$ cat src/rtl/wb_arbiter_if.sv
// Write-back arbitration bus: requests, destination addresses and stall from
// the pipeline; grant, write-data select and register-file write port back.
interface wb_arbiter_if #(
  parameter int unsigned ADDR_W = 4
);
  logic [4:0]        req;
  logic [ADDR_W-1:0] dst_alu;
  logic [ADDR_W-1:0] dst_mem;
  logic [ADDR_W-1:0] dst_data_rg;
  logic [ADDR_W-1:0] dst_mem_rg;
  logic [ADDR_W-1:0] dst_imm;
  logic              stall;
  logic [4:0]        gnt;
  logic [2:0]        write_data_src;
  logic [ADDR_W-1:0] write_addr;
  logic              reg_write;
  logic              contend;

  // Requester side
  modport master (
    output req, dst_alu, dst_mem, dst_data_rg, dst_mem_rg, dst_imm, stall,
    input  gnt, write_data_src, write_addr, reg_write, contend
  );

  // Arbiter side
  modport slave (
    input  req, dst_alu, dst_mem, dst_data_rg, dst_mem_rg, dst_imm, stall,
    output gnt, write_data_src, write_addr, reg_write, contend
  );
endinterface

$ cat src/rtl/wb_arbiter.sv
// Write-back port arbiter for five sources (ALU, mem, data_rg, mem_rg, imm).
// One registered grant per cycle; a source granted last cycle is masked off.
// Define WB_ARB_RR_EN for round-robin arbitration; otherwise fixed priority
// with the ALU highest and imm lowest.
module wb_arbiter #(
  parameter int unsigned ADDR_W = 4
) (
  input logic         clk,
  input logic         rst_n,
  wb_arbiter_if.slave bus
);

  logic [4:0]        elig;
  logic [2:0]        elig_cnt;
  logic              win_vld;
  logic [2:0]        win_idx;
  logic [ADDR_W-1:0] win_dst;

  logic [4:0]        gnt_q, gnt_d;
  logic [2:0]        src_q, src_d;
  logic [ADDR_W-1:0] addr_q, addr_d;
  logic              we_q, we_d;
  logic              contend_q, contend_d;

`ifdef WB_ARB_RR_EN
  logic [2:0] ptr_q, ptr_d;
  logic [2:0] cand;

  function automatic logic [2:0] next_idx(input logic [2:0] i);
    return (i >= 3'd4) ? 3'd0 : i + 3'd1;
  endfunction
`endif

  // Last cycle's grant doubles as the back-to-back mask.
  assign elig     = bus.req & ~gnt_q;
  assign elig_cnt = {2'b00, elig[0]} + {2'b00, elig[1]} + {2'b00, elig[2]} +
                    {2'b00, elig[3]} + {2'b00, elig[4]};

  // Pick the winner among eligible requests.
  always_comb begin
    win_vld = 1'b0;
    win_idx = 3'd0;
`ifdef WB_ARB_RR_EN
    // Search starts one past the last granted source, wrapping 4 -> 0.
    cand = next_idx(ptr_q);
    for (int k = 0; k < 5; k++) begin
      if (!win_vld && elig[cand]) begin
        win_vld = 1'b1;
        win_idx = cand;
      end
      cand = next_idx(cand);
    end
`else
    for (int i = 0; i < 5; i++) begin
      if (!win_vld && elig[i]) begin
        win_vld = 1'b1;
        win_idx = 3'(i);
      end
    end
`endif
  end

  // Destination address of the winning source.
  always_comb begin
    unique case (win_idx)
      3'd0:    win_dst = bus.dst_alu;
      3'd1:    win_dst = bus.dst_mem;
      3'd2:    win_dst = bus.dst_data_rg;
      3'd3:    win_dst = bus.dst_mem_rg;
      3'd4:    win_dst = bus.dst_imm;
      default: win_dst = '0;
    endcase
  end

  // Next-state for the registered write port; stall suppresses grant and contend.
  always_comb begin
    gnt_d     = '0;
    src_d     = 3'd0;
    addr_d    = '0;
    we_d      = 1'b0;
    contend_d = !bus.stall && (elig_cnt >= 3'd2);
`ifdef WB_ARB_RR_EN
    ptr_d     = ptr_q;
`endif
    if (!bus.stall && win_vld) begin
      gnt_d  = 5'b00001 << win_idx;
      src_d  = win_idx;
      addr_d = win_dst;
      we_d   = 1'b1;
`ifdef WB_ARB_RR_EN
      ptr_d  = win_idx;
`endif
    end
  end

  // State registers; async reset cancels any in-flight write immediately.
  always_ff @(posedge clk or negedge rst_n) begin
    if (!rst_n) begin
      gnt_q     <= '0;
      src_q     <= 3'd0;
      addr_q    <= '0;
      we_q      <= 1'b0;
      contend_q <= 1'b0;
`ifdef WB_ARB_RR_EN
      ptr_q     <= 3'd4;
`endif
    end else begin
      gnt_q     <= gnt_d;
      src_q     <= src_d;
      addr_q    <= addr_d;
      we_q      <= we_d;
      contend_q <= contend_d;
`ifdef WB_ARB_RR_EN
      ptr_q     <= ptr_d;
`endif
    end
  end

  assign bus.gnt            = gnt_q;
  assign bus.write_data_src = src_q;
  assign bus.write_addr     = addr_q;
  assign bus.reg_write      = we_q;
  assign bus.contend        = contend_q;

endmodule
$ cat src/flat_wrapper.sv
// flat-port wrapper written by rule: the top's interface ports become plain ports
module wb_arbiter_flat 
#(
  parameter int unsigned ADDR_W = 4
)
  (clk, rst_n, bus_req, bus_dst_alu, bus_dst_mem, bus_dst_data_rg, bus_dst_mem_rg, bus_dst_imm, bus_stall, bus_gnt, bus_write_data_src, bus_write_addr, bus_reg_write, bus_contend);
  wb_arbiter_if #(.ADDR_W(ADDR_W)) bus_i ();
  input logic clk;
  input logic rst_n;
  input wire logic [$bits(bus_i.req)-1:0] bus_req;
  input wire logic [$bits(bus_i.dst_alu)-1:0] bus_dst_alu;
  input wire logic [$bits(bus_i.dst_mem)-1:0] bus_dst_mem;
  input wire logic [$bits(bus_i.dst_data_rg)-1:0] bus_dst_data_rg;
  input wire logic [$bits(bus_i.dst_mem_rg)-1:0] bus_dst_mem_rg;
  input wire logic [$bits(bus_i.dst_imm)-1:0] bus_dst_imm;
  input wire logic [$bits(bus_i.stall)-1:0] bus_stall;
  output wire logic [$bits(bus_i.gnt)-1:0] bus_gnt;
  output wire logic [$bits(bus_i.write_data_src)-1:0] bus_write_data_src;
  output wire logic [$bits(bus_i.write_addr)-1:0] bus_write_addr;
  output wire logic [$bits(bus_i.reg_write)-1:0] bus_reg_write;
  output wire logic [$bits(bus_i.contend)-1:0] bus_contend;
  assign bus_i.req = bus_req;
  assign bus_i.dst_alu = bus_dst_alu;
  assign bus_i.dst_mem = bus_dst_mem;
  assign bus_i.dst_data_rg = bus_dst_data_rg;
  assign bus_i.dst_mem_rg = bus_dst_mem_rg;
  assign bus_i.dst_imm = bus_dst_imm;
  assign bus_i.stall = bus_stall;
  assign bus_gnt = bus_i.gnt;
  assign bus_write_data_src = bus_i.write_data_src;
  assign bus_write_addr = bus_i.write_addr;
  assign bus_reg_write = bus_i.reg_write;
  assign bus_contend = bus_i.contend;
  wb_arbiter #(.ADDR_W(ADDR_W)) u_core (.clk(clk), .rst_n(rst_n), .bus(bus_i));
endmodule
$ cat config.mk
export PLATFORM = sky130hd
export DESIGN_NAME = wb_arbiter_flat
export DESIGN_NICKNAME = d
export VERILOG_FILES = /design/src/rtl/wb_arbiter_if.sv /design/src/rtl/wb_arbiter.sv /design/src/flat_wrapper.sv
export SDC_FILE = /design/constraint.sdc
export NUM_CORES = 1
export LEC_CHECK = 0
export ABC_CLOCK_PERIOD_IN_PS = 3000
export CAP_MARGIN = 40
export CELL_PAD_IN_SITES_DETAIL_PLACEMENT = 1
export CELL_PAD_IN_SITES_GLOBAL_PLACEMENT = 1
export CORE_ASPECT_RATIO = 1.4
export CORE_MARGIN = 1
export CORE_UTILIZATION = 28
export DETAILED_ROUTE_END_ITERATION = 16
export PLACE_DENSITY_LB_ADDON = 0.1
export SYNTH_ARGS = -nofsm -noshare
export SYNTH_HDL_FRONTEND = slang
export SYNTH_SLANG_ARGS = --single-unit
export TNS_END_PERCENT = 50
$ cat constraint.sdc
create_clock -name clk -period 3 [get_ports clk]
set_clock_uncertainty 0.15 [all_clocks]
set_input_delay 0.6 -clock clk [delete_from_list [all_inputs] [get_ports clk]]
set_output_delay 0.6 -clock clk [all_outputs]
set_load 0.1 [all_outputs]
### After elaboration in Yosys (flattened, before gate mapping)

Index checks and enable logic that the tools add are counted.

* register bits: 14
* output and inout port bits: 14
* word-level logic and storage cells: 43

* add/sub/neg operators: 4
* order comparisons: 1
* equality and inequality tests: 4
* shift operators: 1
* multiplexer cells: 14
* bitwise logic cells: 2
* reduce and logical (&&, ||, !) cells: 12

Operators by type and width (number)
* $pmux W4 S5: 1
* $add A3 B1 Y3: 3
* $mux W1: 7
* $eq A3 B2 Y1 const B: 2
* $logic_and A1 B1 Y1: 6
* $mux W3: 2
* $and A5 B5 Y5: 1
* $logic_not A1 Y1: 5
* $mux W5: 1
* $not A5 Y5: 1
* $shl A1 B3 Y5 const A: 1
* $mux W2: 2
* $mux W4: 1
* $eq A3 B1 Y1 const B: 1
* $eq A3 B3 Y1 const B: 1
* $ge A3 B2 Y1 const B: 1
* $logic_not A3 Y1: 1
* $add A1 B1 Y2: 1

### Depth between registers and ports, before layout

Gate-level depths: netlist of the first run.

* depth in word-level cells: 18
* gate-level depth with buffers: 8
* mapped depth without buffers: 7

### Worst setup path after synthesis of the first run

No wires, ideal clock.

* path type: reg-to-reg
* start point: register u_core.gnt_q[1], in the netlist u_core.bus.gnt[1]
* end point: register u_core.contend_q, in the netlist u_core.bus.contend
* library setup time: 0.120 ns
* arrival: 2.558 ns
* slack: 0.172 ns
* stages on the path, launching flop included: 8
* path buffers: 0
* cells stage by stage: dfrtp_1 -> nor2b_1 -> ha_1 -> inv_1 -> fa_1 -> nand2b_1 -> fa_1 -> a21oi_1

* longest elaborated chain between the ends: 8

RTL lines
* from (decl): RTL line wb_arbiter.sv:19 `logic [4:0] gnt_q, gnt_d;`
* from (signal assigned): RTL line wb_arbiter.sv:108 `gnt_q <= gnt_d;`
* $not A5 Y5: RTL line wb_arbiter.sv:35 `assign elig = bus.req & ~gnt_q;`
* $and A5 B5 Y5: RTL line wb_arbiter.sv:35
* $add A1 B1 Y2: RTL line wb_arbiter.sv:36 `assign elig_cnt = {2'b00, elig[0]} + {2'b00, elig[1]} + {2'b00, elig[2]} +`
* $add A3 B1 Y3 (2 in a row): RTL line wb_arbiter.sv:36
* $add A3 B1 Y3: RTL line wb_arbiter.sv:37 `{2'b00, elig[3]} + {2'b00, elig[4]};`
* $ge A3 B2 Y1: RTL line wb_arbiter.sv:81 `contend_d = !bus.stall && (elig_cnt >= 3'd2);`
* $logic_and A1 B1 Y1: RTL line wb_arbiter.sv:81
* via u_core.contend_d: RTL line wb_arbiter.sv:23 `logic contend_q, contend_d;`
* to (signal assigned): RTL line wb_arbiter.sv:112 `contend_q <= contend_d;`
* to (decl): RTL line wb_arbiter.sv:23

The timed path passes the listed nets, and every way through them passes these cells.

### Worst setup path after layout of the first run

* start point: input bus_req[1]
* end point: register u_core.contend_q, in the netlist u_core.bus.contend

* longest elaborated chain between the ends: 7

RTL lines
* from (decl): RTL line flat_wrapper.sv:10 `input wire logic [$bits(bus_i.req)-1:0] bus_req;`
* $and A5 B5 Y5: RTL line wb_arbiter.sv:35
* $add A1 B1 Y2: RTL line wb_arbiter.sv:36
* $add A3 B1 Y3 (2 in a row): RTL line wb_arbiter.sv:36
* $add A3 B1 Y3: RTL line wb_arbiter.sv:37
* $ge A3 B2 Y1: RTL line wb_arbiter.sv:81
* $logic_and A1 B1 Y1: RTL line wb_arbiter.sv:81
* via u_core.contend_d: RTL line wb_arbiter.sv:23

The timed path passes the listed nets, and every way through them passes these cells.

==> impl_metrics.env, run 1 <==
export IMPL_critPathKind="input pin to register"
export IMPL_cts_tree="built"
export IMPL_seq_power_share=0.320
export IMPL_drt_vias_per_instance=4.78
export IMPL_num_rows=23
export IMPL_clock_path_buffers=2
export IMPL_path_buf_inv=2
export IMPL_dieArea_um2=3190
export IMPL_dpl_hpwl_mm=1.83
export IMPL_power_density_nw_per_um2=499
export IMPL_post_route_cell_area_um2=1310
export IMPL_slew_headroom=0.584
export IMPL_initial_core_util=0.291
export IMPL_pwr_share_comb=0.400
export IMPL_rsz0062_at_grt="false"
export IMPL_cts_hold_fix_buffers=0
export IMPL_cts_reportedPaths_clkPinSlew_ns=0.06
export IMPL_drive_above_1_share=0.218
export IMPL_p_leak_nw=0.608
export IMPL_cp_start_kind="input pin"
export IMPL_placed_area_um2=1250
export IMPL_power_mw=0.653
export IMPL_avgSynthCellArea_um2=9.32
export IMPL_vias=812
export IMPL_drcViolationCount=0
export IMPL_setup_tns_ns=0
export IMPL_vdd_ir_drop_worst_mv=0.239
export IMPL_hp_start="u_core.bus.gnt[4]"
export IMPL_synth_seq_cells=14
export IMPL_first_pass_iters=4
export IMPL_synth_cells=89
export IMPL_finalSetupViolations=0
export IMPL_reg2reg_from="u_core.bus.gnt[1]"
export IMPL_cts_root_buf="clkbuf_8"
export IMPL_synthDistinctLibCells=28
export IMPL_htreeDepth=1
export IMPL_crit_chain="clkdlybuf4s50_1 > nor2b_1 > ha_1 > inv_1 > fa_1 > nand2b_1 > fa_1 > a21oi_1"
export IMPL_syn_area_um2=830
export IMPL_clk_latency_ns=0.25
export IMPL_cap_violations=0
export IMPL_grt_pass1_wl_mm=3.73
export IMPL_swShare=0.382
export IMPL_endpoint_kind="register"
export IMPL_synth_fp_nets=122
export IMPL_slowest_stage="fa_1"
export IMPL_crit_start="bus_req[1]"
export IMPL_internal_power_mw=0.404
export IMPL_postLayoutCoreUtil=0.459
export IMPL_grt_max_degree=22
export IMPL_period_needed_ns=2.67
export IMPL_p_clk_frac=0.280
export IMPL_die_h_um=66.4
export IMPL_antenna_found_initial=0
export IMPL_drt_total_wl_mm=2.29
export IMPL_grt_pass1_vias=830
export IMPL_die_x_um=48
export IMPL_max_freq_mhz=374
export IMPL_switchingPower_mw=0.249
export IMPL_yosysSeqAreaShare=0.422
export IMPL_hold_viol=0
export IMPL_drt_iter0_markers=10
export IMPL_slew_viol_final=0
export IMPL_place_congestion=0.720
export IMPL_grt_overflow_total=0
export IMPL_critical_path_max_fanout=2
export IMPL_grt_usage=0.169
export IMPL_status="finished clean"
export IMPL_ctsResizeCount=0
export IMPL_final_nets=167
export IMPL_critPathTopFamily="adder cells"
export IMPL_cp_slowest_stage_delay_ns=0.49
export IMPL_detail_route_antenna_nets=0
export IMPL_tightest_slew_ns=0.622
export IMPL_worst_endpoint_arrival_ns=2.65
export IMPL_pin_count=42
export IMPL_min_period_over_period=0.890
export IMPL_avgRoutedWirePerCell_um=13.5
export IMPL_path_common_cell="fa_1"
export IMPL_area_delta_synth_final_pct=57.6
export IMPL_port_buffers=41
export IMPL_yosysWarnings=0
export IMPL_hold_path_class="register to register"
export IMPL_worst_ep_required_time_ns=2.98
export IMPL_antenna_cells=0
export IMPL_numCtsBuffers=3
export IMPL_cts_setup_buffers=0
export IMPL_cts_sinks=14
export IMPL_core_area_um2=2850
[power by group through the flow]
stage | clock network (mW) | registers, mW | logic (mW)
4_1_cts | 0.188 | 0.209 | 0.264
6_report | 0.183 | 0.209 | 0.261
5_1_grt | 0.191 | 0.211 | 0.280
3_3_place_gp | 0 | 0.212 | 0.259
2_1_floorplan | 0 | 0.321 | 0.0685
3_5_place_dp | 0 | 0.213 | 0.264
[tightest hold or removal path, cell delays in order (launching register included)]
cell and delay, ns:
dfrtp_1 0.35, nor2b_1 0.08, inv_2 0.10, nor4_1 0.06
[final cells by class]
cell class | instances | area (um^2)
Inverter | 12 | 47.5
Tap cell | 37 | 46.3
Timing Repair Buffer | 44 | 398
Sequential cell | 14 | 350
Multi-Input combinational cell | 59 | 410
Fill cell | 337 | 1540
Clock buffer | 4 | 55.1
[per-stage QoR]
stage | cells | hold slack [ns] | worst slack, ns
2_1_floorplan | 89 | 0.154 | 0.172
3_3_place_gp | 166 | 0.454 | 0.123
3_5_place_dp | 166 | 0.470 | 0.0420
4_1_cts | 170 | 0.483 | 0.319
5_1_grt | 170 | 0.522 | 0.197
6_report | 170 | 0.469 | 0.330
[metal layers]
layer / up-vias / wire length, um / GRT usage
met1: 385 / 891 / 0.190
li1: 394 / - / -
met3: 4 / 74 / 0.0191
met4: 0 / 49 / 0.0729
met5: - / 0 / 0
met2: 29 / 1280 / 0.301
[worst paths after layout]
kind	end	slack, ns	depth (start not counted)
worst max register to register	u_core.bus.contend	0.75	7
max in group asynchronous	u_core.bus.reg_write	1.71	1
worst max-delay path	u_core.bus.contend	0.33	8
worst min-delay path	u_core.bus.write_data_src[2]	0.47	3
min in group asynchronous	u_core.bus.contend	0.59	1
worst min register to register	u_core.bus.write_data_src[2]	0.47	3
[state kept, by name, indices dropped and copies added, names as in the netlist]
register                   cells
u_core.bus.write_data_src      3
u_core.bus.gnt                 5
u_core.bus.write_addr          4
u_core.bus.reg_write           1
u_core.bus.contend             1
[cells in the final DEF (no fill, tap or decap), types with 2 or more instances in the layout]
master and n:
buf_4 17, nor4_1 2, o21ai_0 7, a21oi_1 2, nand3_1 3, clkdlybuf4s50_1 27
and3_1 4, dfrtp_1 14, ha_1 3, clkbuf_8 4, fa_1 2, inv_1 10
o221ai_1 3, nand2b_1 2, nor2b_1 4, a31oi_1 4, nor2_1 4, nor3_1 6
nand2_1 6
[kinds of logic (layout without fill, tap and decap cells)]
logic type               count (synthesis)  in the layout  synth area share
adder cells (fa/ha/maj)                  5              5            0.0935
flip-flops                              14             14             0.422
multiplexers                             1              1            0.0181
AO/OA/AOI/OAI                           19             19             0.154
AND/OR/NAND/NOR                         34             34             0.229
buffers and inverters                   16             60            0.0830
[cell usage after synthesis]
cell / number / share of area
inv_1: 10 / 0.045
dfrtp_1: 14 / 0.42
o21ai_0: 7 / 0.042
o22ai_1: 1 / 0.0075
nor3_1: 6 / 0.036
clkbuf_1: 1 / 0.0045
o221ai_1: 3 / 0.032
nand2_1: 6 / 0.027
a41oi_2: 1 / 0.020
a31o_2: 1 / 0.011
nor2b_4: 1 / 0.017
nand3_2: 1 / 0.012
fa_1: 2 / 0.048
a31oi_1: 4 / 0.030
nor2b_1: 4 / 0.030
nand3_1: 3 / 0.018
inv_2: 1 / 0.0045
a21oi_1: 2 / 0.012
buf_2: 2 / 0.012
and3_1: 4 / 0.030
inv_4: 1 / 0.0075
buf_4: 1 / 0.0091
nor2_1: 4 / 0.018
ha_1: 3 / 0.045
nor2b_2: 1 / 0.011
nand2b_1: 2 / 0.015
nor4_1: 2 / 0.015
mux2_4: 1 / 0.018
(Power assumes the default switching activity.)
==> inputs of run 2 (changes only) <==
--- a/config.mk
+++ b/config.mk
@@ -9,8 +9,7 @@
 export CAP_MARGIN = 40
 export CELL_PAD_IN_SITES_DETAIL_PLACEMENT = 1
 export CELL_PAD_IN_SITES_GLOBAL_PLACEMENT = 1
-export CORE_ASPECT_RATIO = 1.4
-export CORE_MARGIN = 1
+export CORE_MARGIN = 2
 export CORE_UTILIZATION = 28
 export DETAILED_ROUTE_END_ITERATION = 16
 export PLACE_DENSITY_LB_ADDON = 0.1
==> impl_metrics.env, run 2 (synthesized netlist as in run 1, its figures left out) <==
export IMPL_drt_total_wl_mm=2.30
export IMPL_tightest_slew_ns=0.621
export IMPL_antenna_found_initial=0
export IMPL_rsz0062_at_grt="false"
export IMPL_grt_overflow_total=0
export IMPL_grt_pass1_wl_mm=3.90
export IMPL_cts_sinks=14
export IMPL_worst_ep_required_time_ns=3.02
export IMPL_slew_viol_final=0
export IMPL_p_leak_nw=0.600
export IMPL_largest_reg_flops=5
export IMPL_detail_route_antenna_nets=0
export IMPL_area_delta_synth_final_pct=54.4
export IMPL_cts_tree="built"
export IMPL_drt_iter0_markers=10
export IMPL_drive_above_1_share=0.218
export IMPL_cts_setup_buffers=0
export IMPL_ctsResizeCount=0
export IMPL_antenna_cells=0
export IMPL_cts_root_buf="clkbuf_4"
export IMPL_dp_cells=160
export IMPL_numCtsBuffers=3
export IMPL_cap_violations=0
export IMPL_die_x_um=58.4
export IMPL_cts_reportedPaths_clkPinSlew_ns=0.09
export IMPL_status="finished clean"
export IMPL_final_nets=167
export IMPL_hold_viol=0
export IMPL_dpl_hpwl_mm=1.80
export IMPL_grt_usage=0.151
export IMPL_final_cell_mix="clkdlybuf4s50_1, buf_4, dfrtp_1, inv_1, o21ai_0"
export IMPL_drt_vias_per_instance=5.07
export IMPL_max_freq_mhz=382
export IMPL_cts_hold_fix_buffers=0
export IMPL_clock_path_buffers=2
export IMPL_period_needed_ns=2.62
export IMPL_timing_hold_ws_ns=0.464
export IMPL_vdd_ir_drop_worst_mv=0.252
export IMPL_grt_max_degree=22
export IMPL_final_common_cell="clkdlybuf4s50_1"
export IMPL_dieArea_um2=3410
export IMPL_instances_no_fill=164
export IMPL_die_h_um=58.4
export IMPL_clk_latency_ns=0.28
export IMPL_min_period_over_period=0.873
export IMPL_core_area_um2=2780
export IMPL_htreeDepth=1
export IMPL_critPathKind="input pin to register"
export IMPL_multi_input_area_um2=410
export IMPL_slew_headroom=0.584
export IMPL_drcViolationCount=0
export IMPL_fillCellCount=324
export IMPL_setup_tns_ns=0
export IMPL_critical_path_max_fanout=2
export IMPL_port_buffers=41
export IMPL_avgRoutedWirePerCell_um=14.0
export IMPL_power_density_nw_per_um2=474
export IMPL_place_congestion=0.740
export IMPL_vias=832
export IMPL_hold_path_class="register to register"
export IMPL_num_rows=19
export IMPL_initial_core_util=0.298
export IMPL_layout_area_seq_um2=350
export IMPL_grt_pass1_vias=883
export IMPL_worst_endpoint_arrival_ns=2.64
export IMPL_cp_start_kind="input pin"
export IMPL_pin_count=42
export IMPL_finalSetupViolations=0
export IMPL_endpoint_kind="register"
export IMPL_first_pass_iters=4
## run 2: through the flow
| step | worst slack, ns | total power, mW | area [um^2] | utilization |
|---|---|---|---|---|
| after floorplan | 0.172 | 0.390 | 830 | - |
| after global placement | 0.121 | 0.470 | 1240 | 0.448 |
| after detailed placement | 0.0723 | 0.475 | 1240 | 0.448 |
| after CTS | 0.372 | 0.613 | 1280 | 0.461 |
| after global routing | 0.258 | 0.638 | 1280 | 0.461 |
| final | 0.381 | 0.607 | 1280 | 0.461 |
## run 2: path summary, 6_finish.rpt
kind | from | endpoint | slack (ns) | depth (start not counted)
setup / recovery | bus_req[0] | u_core.bus.contend | 0.38 | 8
hold / removal | u_core.bus.gnt[4] | u_core.bus.write_data_src[2] | 0.46 | 3
setup reg to reg | u_core.bus.gnt[0] | u_core.bus.contend | 0.78 | 7
hold reg to reg | u_core.bus.gnt[4] | u_core.bus.write_data_src[2] | 0.46 | 3
max in group asynchronous | rst_n | u_core.bus.contend | 1.75 | 1
min in group asynchronous | rst_n | u_core.bus.write_data_src[2] | 0.55 | 1
## run 2: critical path, cell delays in order
cell and delay [ns]:
clkdlybuf4s50_1 0.45, nor2b_1 0.18, ha_1 0.25, inv_1 0.08, fa_1 0.37, nand2b_1 0.16, fa_1 0.49, a21oi_1 0.06
## run 2: final cells by class
cell class,instances,share of cell area
clock buffer,4,0.0283
sequential,14,0.273
multi-input combinational,59,0.320
tap,31,0.0303
inverter,12,0.0371
timing repair buffer,44,0.311
## run 2: metal layers
metal / part of all wire / GRT usage / vias to the layer above
li1: - / - / 392
met1: 0.40 / 0.168 / 400
met2: 0.50 / 0.268 / 35
met3: 0.072 / 0.0264 / 5
met4: 0.022 / 0.0897 / 0
met5: 0 / 0 / -
## run 2: report_power, final
part	total (mW)	switching (mW)	internal (mW)
Sequential	0.208	0.00508	0.203
Combinational	0.262	0.178	0.0839
Clock	0.137	0.0632	0.0739
==> inputs of run 3 (changes only) <==
==> constraint.sdc (replaced) <==
create_clock -name clk -period 3 [get_ports clk]
set_clock_uncertainty 0.15 [all_clocks]
set_input_delay 0.3 -clock clk [delete_from_list [all_inputs] [get_ports clk]]
set_output_delay 0.3 -clock clk [all_outputs]
set_load 0.1 [all_outputs]
==> impl_metrics.env, run 3 (synthesized netlist as in run 1, its figures left out) <==
export IMPL_cts_hold_fix_buffers=0
export IMPL_placed_area_um2=1230
export IMPL_rsz0062_at_grt="false"
export IMPL_grt_pass1_vias=825
export IMPL_reg2reg_from="u_core.bus.gnt[1]"
export IMPL_die_x_um=58.4
export IMPL_vdd_ir_drop_worst_mv=0.293
export IMPL_drcViolationCount=0
export IMPL_htreeDepth=1
export IMPL_cts_tree="built"
export IMPL_initial_core_util=0.298
export IMPL_hold_viol=0
export IMPL_critical_path_max_fanout=3
export IMPL_post_route_cell_area_um2=1270
export IMPL_antenna_cells=0
export IMPL_timing_hold_ws_ns=0.262
export IMPL_drt_vias_per_instance=4.93
export IMPL_r2r_slack_ns=0.72
export IMPL_period_needed_ns=2.38
export IMPL_area_delta_synth_final_pct=52.6
export IMPL_cp_start_kind="input pin"
export IMPL_avgRoutedWirePerCell_um=13.5
export IMPL_final_cell_mix="clkdlybuf4s50_1, buf_4, dfrtp_1, inv_1, o21ai_0"
export IMPL_final_common_cell="clkdlybuf4s50_1"
export IMPL_grt_pass1_wl_mm=3.58
export IMPL_rr_worst_depth=7
export IMPL_drt_iter0_markers=8
export IMPL_rr_endpoint="u_core.bus.contend"
export IMPL_port_buffers=41
export IMPL_endpoint_kind="register"
export IMPL_drt_total_wl_mm=2.19
export IMPL_slew_headroom=0.552
export IMPL_power_density_nw_per_um2=474
export IMPL_ctsResizeCount=0
export IMPL_dpl_hpwl_mm=1.78
export IMPL_finalSetupViolations=0
export IMPL_tightest_slew_ns=0.672
export IMPL_die_h_um=58.4
export IMPL_antenna_found_initial=0
export IMPL_min_period_over_period=0.794
export IMPL_clock_path_buffers=2
export IMPL_cts_sinks=14
export IMPL_status="finished clean"
export IMPL_critPathKind="input pin to register"
export IMPL_cts_reportedPaths_clkPinSlew_ns=0.09
export IMPL_max_freq_mhz=420
export IMPL_cap_violations=0
export IMPL_cts_root_buf="clkbuf_4"
export IMPL_pin_count=42
export IMPL_place_congestion=0.741
export IMPL_worst_ep_required_time_ns=3.01
export IMPL_dieArea_um2=3410
export IMPL_grt_overflow_total=0
export IMPL_drive_above_1_share=0.206
export IMPL_numCtsBuffers=3
export IMPL_core_area_um2=2780
export IMPL_power_mw=0.600
export IMPL_cts_setup_buffers=0
export IMPL_vias=799
export IMPL_grt_usage=0.138
export IMPL_clk_latency_ns=0.28
export IMPL_slew_viol_final=0
export IMPL_first_pass_iters=4
export IMPL_setup_tns_ns=0
export IMPL_num_rows=19
export IMPL_worst_endpoint_arrival_ns=2.39
export IMPL_detail_route_antenna_nets=0
export IMPL_largest_reg_flops=5
export IMPL_p_leak_nw=0.591
export IMPL_grt_max_degree=22
export IMPL_hold_path_class="input pin to asynchronous set/reset pin"
export IMPL_final_nets=165
## run 3: worst max-delay path by stage
stage | cells after the start | slack (ns) | end | start
final | 8 | 0.62 | u_core.bus.contend | bus_req[1]
after global routing | 8 | 0.49 | u_core.bus.contend | bus_req[1]
after CTS | 8 | 0.61 | u_core.bus.contend | bus_req[1]
after detailed placement | 8 | 0.29 | u_core.bus.contend | bus_req[1]
after global placement | 8 | 0.37 | u_core.bus.contend | bus_req[1]
after floorplan | 7 | 0.17 | u_core.bus.contend | u_core.bus.gnt[1]
## run 3: worst max-delay path, cell delays in order
cell             delay (ns)
clkdlybuf4s50_1        0.45
nor2b_1                0.21
ha_1                   0.27
inv_1                  0.08
fa_1                   0.38
nand2b_1               0.16
fa_1                   0.49
a21oi_1                0.06
## run 3: power by group
| part | internal, mW | switching (mW) |
|---|---|---|
| registers | 0.203 | 0.00491 |
| logic | 0.0823 | 0.176 |
| clock network | 0.0738 | 0.0598 |
| total | 0.359 | 0.241 |
## run 3: per-layer routing
layer | global-route usage | wire length, um
met5 | 0 | 0
met1 | 0.155 | 878
met2 | 0.250 | 1150
met3 | 0.0154 | 131
met4 | 0.0797 | 33
## run 3: area by class of cell
class                           instances  area (um^2)
Multi-Input combinational cell         59          410
Clock buffer                            4         36.3
Timing Repair Buffer                   42          383
Inverter                               12         47.5
Sequential cell                        14          350
Fill cell                             327         1520
Tap cell                               31         38.8
## run 3: through the flow
step | utilization | std cells | setup slack [ns]
after floorplan | - | 89 | 0.172
after global routing | 0.455 | 162 | 0.490
after detailed placement | 0.442 | 158 | 0.292
after global placement | 0.442 | 158 | 0.369
after CTS | 0.455 | 162 | 0.607
final | 0.455 | 162 | 0.619
